### src/rtl/if_stage.sv
// if_stage: instruction-fetch stage and IF/ID pipeline register.
// Holds the fetch PC and issues single-outstanding word reads over a
// request/ready bus. Redirects come from ID (BrTaken) and from the control
// unit (Flush). The IF/ID triple IFPC/IFInsn/IFEn is registered.
// Optional feature: define IF_SKID_BUF_EN to add a one-entry skid buffer that
// captures a word arriving during Stall instead of discarding it.
module if_stage #(
    parameter int WORD_ADDR_W = 30,
    parameter int DATA_W      = 32,
    parameter logic [WORD_ADDR_W-1:0] RESET_VECTOR = {WORD_ADDR_W{1'b0}}
) (
    input  logic                   clk,
    input  logic                   reset,
    input  logic                   Stall,
    input  logic                   Flush,
    input  logic [WORD_ADDR_W-1:0] NewPC,
    input  logic                   BrTaken,
    input  logic [WORD_ADDR_W-1:0] BrAddr,
    output logic                   BusReq,
    output logic [WORD_ADDR_W-1:0] BusAddr,
    input  logic                   BusRdy,
    input  logic [DATA_W-1:0]      BusRdData,
    output logic [WORD_ADDR_W-1:0] IFPC,
    output logic [DATA_W-1:0]      IFInsn,
    output logic                   IFEn,
    output logic                   Busy
);

`ifdef IF_SKID_BUF_EN
    typedef enum logic [1:0] {FETCH = 2'd0, DROP = 2'd1, HOLD = 2'd2} state_t;
`else
    typedef enum logic [1:0] {FETCH = 2'd0, DROP = 2'd1} state_t;
`endif

    localparam logic [WORD_ADDR_W-1:0] PC_ONE = {{(WORD_ADDR_W-1){1'b0}}, 1'b1};

    state_t                 state_q, state_d;
    logic [WORD_ADDR_W-1:0] fetch_pc_q, fetch_pc_d;
    logic [WORD_ADDR_W-1:0] drop_addr_q, drop_addr_d;
    logic [WORD_ADDR_W-1:0] if_pc_q, if_pc_d;
    logic [DATA_W-1:0]      if_insn_q, if_insn_d;
    logic                   if_en_q, if_en_d;
`ifdef IF_SKID_BUF_EN
    logic [WORD_ADDR_W-1:0] skid_pc_q, skid_pc_d;
    logic [DATA_W-1:0]      skid_insn_q, skid_insn_d;
    logic                   skid_vld_q, skid_vld_d;
`endif

    logic                   redirect;
    logic [WORD_ADDR_W-1:0] redirect_pc;
    logic                   bus_active;

    // Redirect resolution: Flush outranks BrTaken, and BrTaken is ignored under Stall.
    always_comb begin
        redirect    = Flush | (BrTaken & ~Stall);
        redirect_pc = Flush ? NewPC : BrAddr;
    end

    // Bus-facing outputs; the request is withdrawn asynchronously while reset is high.
    always_comb begin
`ifdef IF_SKID_BUF_EN
        bus_active = (state_q != HOLD);
`else
        bus_active = 1'b1;
`endif
        BusReq  = bus_active & ~reset;
        BusAddr = (state_q == DROP) ? drop_addr_q : fetch_pc_q;
        Busy    = (BusReq & ~BusRdy) | ((state_q == DROP) & ~reset);
        IFPC    = if_pc_q;
        IFInsn  = if_insn_q;
        IFEn    = if_en_q;
    end

    // Next-state logic for the fetch FSM, fetch PC and IF/ID register.
    always_comb begin
        state_d     = state_q;
        fetch_pc_d  = fetch_pc_q;
        drop_addr_d = drop_addr_q;
        if_pc_d     = if_pc_q;
        if_insn_d   = if_insn_q;
        if_en_d     = if_en_q;
`ifdef IF_SKID_BUF_EN
        skid_pc_d   = skid_pc_q;
        skid_insn_d = skid_insn_q;
        skid_vld_d  = skid_vld_q;
`endif
        case (state_q)
            FETCH: begin
                if (redirect) begin
                    // In-flight word belongs to the old path; if it has not
                    // returned yet it must still be drained at its address.
                    if_en_d    = 1'b0;
                    fetch_pc_d = redirect_pc;
                    if (!BusRdy) begin
                        state_d     = DROP;
                        drop_addr_d = fetch_pc_q;
                    end
                end else if (Stall) begin
`ifdef IF_SKID_BUF_EN
                    if (BusRdy) begin
                        skid_pc_d   = fetch_pc_q;
                        skid_insn_d = BusRdData;
                        skid_vld_d  = 1'b1;
                        fetch_pc_d  = fetch_pc_q + PC_ONE;
                        state_d     = HOLD;
                    end
`endif
                end else if (BusRdy) begin
                    if_pc_d    = fetch_pc_q;
                    if_insn_d  = BusRdData;
                    if_en_d    = 1'b1;
                    fetch_pc_d = fetch_pc_q + PC_ONE;
                end else begin
                    if_en_d = 1'b0;
                end
            end
            DROP: begin
                if (redirect) begin
                    if_en_d    = 1'b0;
                    fetch_pc_d = redirect_pc;
                end else if (!Stall) begin
                    if_en_d = 1'b0;
                end
                if (BusRdy) begin
                    state_d = FETCH;
                end
            end
`ifdef IF_SKID_BUF_EN
            HOLD: begin
                if (redirect) begin
                    skid_vld_d = 1'b0;
                    if_en_d    = 1'b0;
                    fetch_pc_d = redirect_pc;
                    state_d    = FETCH;
                end else if (!Stall) begin
                    if_pc_d    = skid_pc_q;
                    if_insn_d  = skid_insn_q;
                    if_en_d    = skid_vld_q;
                    skid_vld_d = 1'b0;
                    state_d    = FETCH;
                end
            end
`endif
            default: begin
                state_d = FETCH;
            end
        endcase
    end

    // State and IF/ID registers with asynchronous reset.
    always_ff @(posedge clk or posedge reset) begin
        if (reset) begin
            state_q     <= FETCH;
            fetch_pc_q  <= RESET_VECTOR;
            drop_addr_q <= {WORD_ADDR_W{1'b0}};
            if_pc_q     <= {WORD_ADDR_W{1'b0}};
            if_insn_q   <= {DATA_W{1'b0}};
            if_en_q     <= 1'b0;
`ifdef IF_SKID_BUF_EN
            skid_pc_q   <= {WORD_ADDR_W{1'b0}};
            skid_insn_q <= {DATA_W{1'b0}};
            skid_vld_q  <= 1'b0;
`endif
        end else begin
            state_q     <= state_d;
            fetch_pc_q  <= fetch_pc_d;
            drop_addr_q <= drop_addr_d;
            if_pc_q     <= if_pc_d;
            if_insn_q   <= if_insn_d;
            if_en_q     <= if_en_d;
`ifdef IF_SKID_BUF_EN
            skid_pc_q   <= skid_pc_d;
            skid_insn_q <= skid_insn_d;
            skid_vld_q  <= skid_vld_d;
`endif
        end
    end

endmodule

### config.mk
export PLATFORM = sky130hd
export DESIGN_NAME = if_stage
export DESIGN_NICKNAME = d
export VERILOG_FILES = /design/src/rtl/if_stage.sv
export SDC_FILE = /design/constraint.sdc
export NUM_CORES = 1
export LEC_CHECK = 0
export CORE_MARGIN = 1
export CORE_UTILIZATION = 35
export DETAILED_ROUTE_END_ITERATION = 10
export PLACE_DENSITY_LB_ADDON = 0.05
export SLEW_MARGIN = 20
export SYNTH_ARGS = -nofsm -noshare
export SYNTH_HDL_FRONTEND = slang
export SYNTH_SLANG_ARGS = --single-unit
### constraint.sdc
create_clock -name clk -period 10.5 [get_ports clk]
set_input_delay 2.1 -clock clk [delete_from_list [all_inputs] [get_ports clk]]
set_output_delay 2.1 -clock clk [all_outputs]
set_load 0.02 [all_outputs]
==> flow_metrics.tcl <==
set metrics [dict create \
    syn-num-nets 736 \
    cap_violations 0 \
    crit_path_end "Busy" \
    finalHoldViolCount 0 \
    clk_path_buf_depth 2 \
    path_buf_inv 3 \
    grt_pass1_wl_mm 27.4 \
    hpwl_mm 11.8 \
    yosys.area.top_type "dfrtp_1" \
    cts_hold_buffers 0 \
    synth_area_leaders "dfrtp_1 (51%), nand2_1 (12%), mux2_2 (10%)" \
    min_path_type "reg -> reg" \
    grt_usage_pct 19.7 \
    synth.distinct_cells 51 \
    cp_common_cell "clkdlybuf4s50_1" \
    final_antenna_net_count 0 \
    grt_max_degree 81 \
    path_max_fanout 80 \
    netlist.area_leader.share_pct 50.8 \
    min_period_ns 6.05 \
    crit_cells 4 \
    drive_gt1_share_pct 13.3 \
    skew_ns 0.0103 \
    fmax_mhz 165 \
    fin_crit_sh_pct 57.6 \
    synth_seq_cells 124 \
    area_delta_synth_final_pct 44.6 \
    post-synth-top-count-cell "nand2_1" \
    antenna_found_initial 0 \
    cts_made_buffers 17 \
    io_pins 193 \
    cpPeakStageDelay_ns 0.60 \
    synthesis.area_um2 6110 \
    drtPass1Iterations 5 \
    place_congestion 0.759 \
    rsz0062_at_grt "no" \
    worst_slew_pin_slew_ns 1.03 \
    drt-total-wl_mm 17.0 \
    status "finished clean" \
    vias 5209 \
    crit_path_end_kind "primary output" \
    path_cells "clkdlybuf4s50_1 > inv_6 > and2_1 > clkdlybuf4s50_1" \
    power.density_nw_per_um2 196 \
    chipHeight_um 134 \
    drcViolationCount 0 \
    intPower_mw 1.23 \
    first_global_vias 5274 \
    rr_endpoint "drop_addr_q[12]" \
    ys_seq_area_share_pct 50.8 \
    dieArea_um2 18000 \
    worstPathArrival_ns 3.95 \
    finalMaxSlewViolations 0 \
    synth_edf_count 0 \
    cts_tree "done" \
    fp.coreArea_um2 16800 \
    setup_violations 0 \
    final_nets 908 \
    seqPwrFrac_pct 37.3 \
    clock-root-buffer "clkbuf_16" \
    diodes 0 \
    max-vdd-ir-drop_mv 0.128 \
    nFillCells 1530 \
    die_w_um 134 \
    grt_overflow 0 \
    startpoint "reset" \
    yosys_warnings 0 \
    h-tree-depth 4 \
    worstPathRequired_ns 8.40 \
    cp-start-kind "input pin" \
    final_util_pct 52.5 \
    avgSynthCellArea_um2 9.59 \
    swShare_pct 29.1 \
    netSwitchingPower_uw 503 \
    reg2reg_slack_ns 6.92 \
    cts_sinks 124 \
    async_flop_share_pct 100 \
    critPathTopFamily "buffers and inverters" \
    slowest_stage "clkdlybuf4s50_1" \
    fin_setup_tns_ns 0 \
    relSlewSlack_pct 31.0 \
    regToRegStartpoint "state_q[0]" \
    io_buffers 192 \
    post_cts_buffers 0 \
    clk_latency_ns 0.41 \
    initial_core_util_pct 36.3 \
    pwr-share-comb_pct 26.2 \
    clock_power_share_pct 36.5 \
    p_leak_nw 3.89 \
    reg2reg_depth 7 \
    rows 47 \
    synthFlopType "dfrtp_1" \
    synth_cells 637 \
    crit_type "in -> out" \
    synth_common_cells "nand2_1 (195), dfrtp_1 (124), mux2_2 (54), o21ai_0 (31), clkbuf_1 (28)" \
    drtIter0Drc 306 \
    avgViaCountPerCell 5.00 \
    cts.clk_slew.worst_paths_ns 0.05 \
    wl_per_cell_um 16.3 \
    cts.repair.resized 0 \
]
-- flip-flops by register name, indices dropped and copies added (netlist names) --
signal and cells:
IFInsn 32, IFPC 30, drop_addr_q 30, fetch_pc_q 30, IFEn 1, state_q 1
-- worst min-delay path: stages (launching register included) --
cell and delay (ns):
dfrtp_1 0.33, nand2_1 0.05, nand2_1 0.05
-- power by group through the flow --
stage | registers [mW] | clock network, mW | logic (mW)
detailed placement | 0.654 | 0 | 0.456
CTS | 0.646 | 0.648 | 0.459
finish | 0.645 | 0.631 | 0.452
global route | 0.661 | 0.667 | 0.488
floorplan | 0.665 | 0 | 0.226
global placement | 0.648 | 0 | 0.450
-- through the flow --
step / hold slack (ns) / worst slack (ns) / cells / total power [mW] / instance area [um^2]
floorplan: 0.459 / 3.12 / 637 / 0.891 / 6110
finish: 0.470 / 4.45 / 1041 / 1.73 / 8830
detailed placement: 0.461 / 4.37 / 1010 / 1.11 / 8190
global placement: 0.458 / 4.38 / 1010 / 1.10 / 8190
global route: 0.487 / 4.28 / 1041 / 1.82 / 8830
CTS: 0.475 / 4.36 / 1041 / 1.75 / 8830
-- cells by family after synthesis --
| logic type | Yosys count | synth area share (%) |
|---|---|---|
| AO/OA/AOI/OAI | 105 | 11.1 |
| AND/OR/NAND/NOR | 275 | 20.5 |
| buffers and inverters | 56 | 3.69 |
| multiplexers | 76 | 13.7 |
| flip-flops | 124 | 50.8 |
| adder cells (fa/ha/maj) | 1 | 0.205 |
-- metal layers --
metal  global-route usage [%]  up-vias  routed length, um
met4                     7.49        0                172
met2                     32.5      153               8340
met5                        0        -                  0
met3                     4.16        8                800
li1                         -     2546                  -
met1                     25.5     2502               7700
-- layout by cell type (no fill, tap or decap), types with 7 or more instances in the layout --
master / count
buf_4: 7
mux2_2: 54
clkdlybuf4s50_1: 191
nand2_1: 194
mux2i_1: 16
inv_1: 9
nor2b_1: 8
a311oi_1: 11
nor3_1: 9
clkbuf_16: 17
dfrtp_1: 124
nand3_1: 14
a211oi_1: 10
nor2_1: 21
a21oi_1: 20
o21ai_0: 31
-- final cells by class --
class	count	area, um^2	share of cell area (%)
tap	220	275	3.12
multi-input combinational	457	2800	31.7
inverter	10	42.5	0.482
clock buffer	19	443	5.02
sequential	124	3100	35.1
timing repair buffer	199	1970	22.3
clock inverter	12	195	2.21
-- worst min-delay path by stage --
stage                               start  cells past startpoint  slack (ns)               to
after floorplan           drop_addr_q[11]                      1        0.46  drop_addr_q[11]
after CTS                      IFInsn[19]                      2        0.47       IFInsn[19]
after global routing           IFInsn[22]                      2        0.49       IFInsn[22]
after detailed placement       IFInsn[19]                      2        0.46       IFInsn[19]
final                            IFPC[22]                      2        0.47         IFPC[22]
after global placement         IFInsn[31]                      2        0.46       IFInsn[31]
Power figures use the tool's default switching activity.
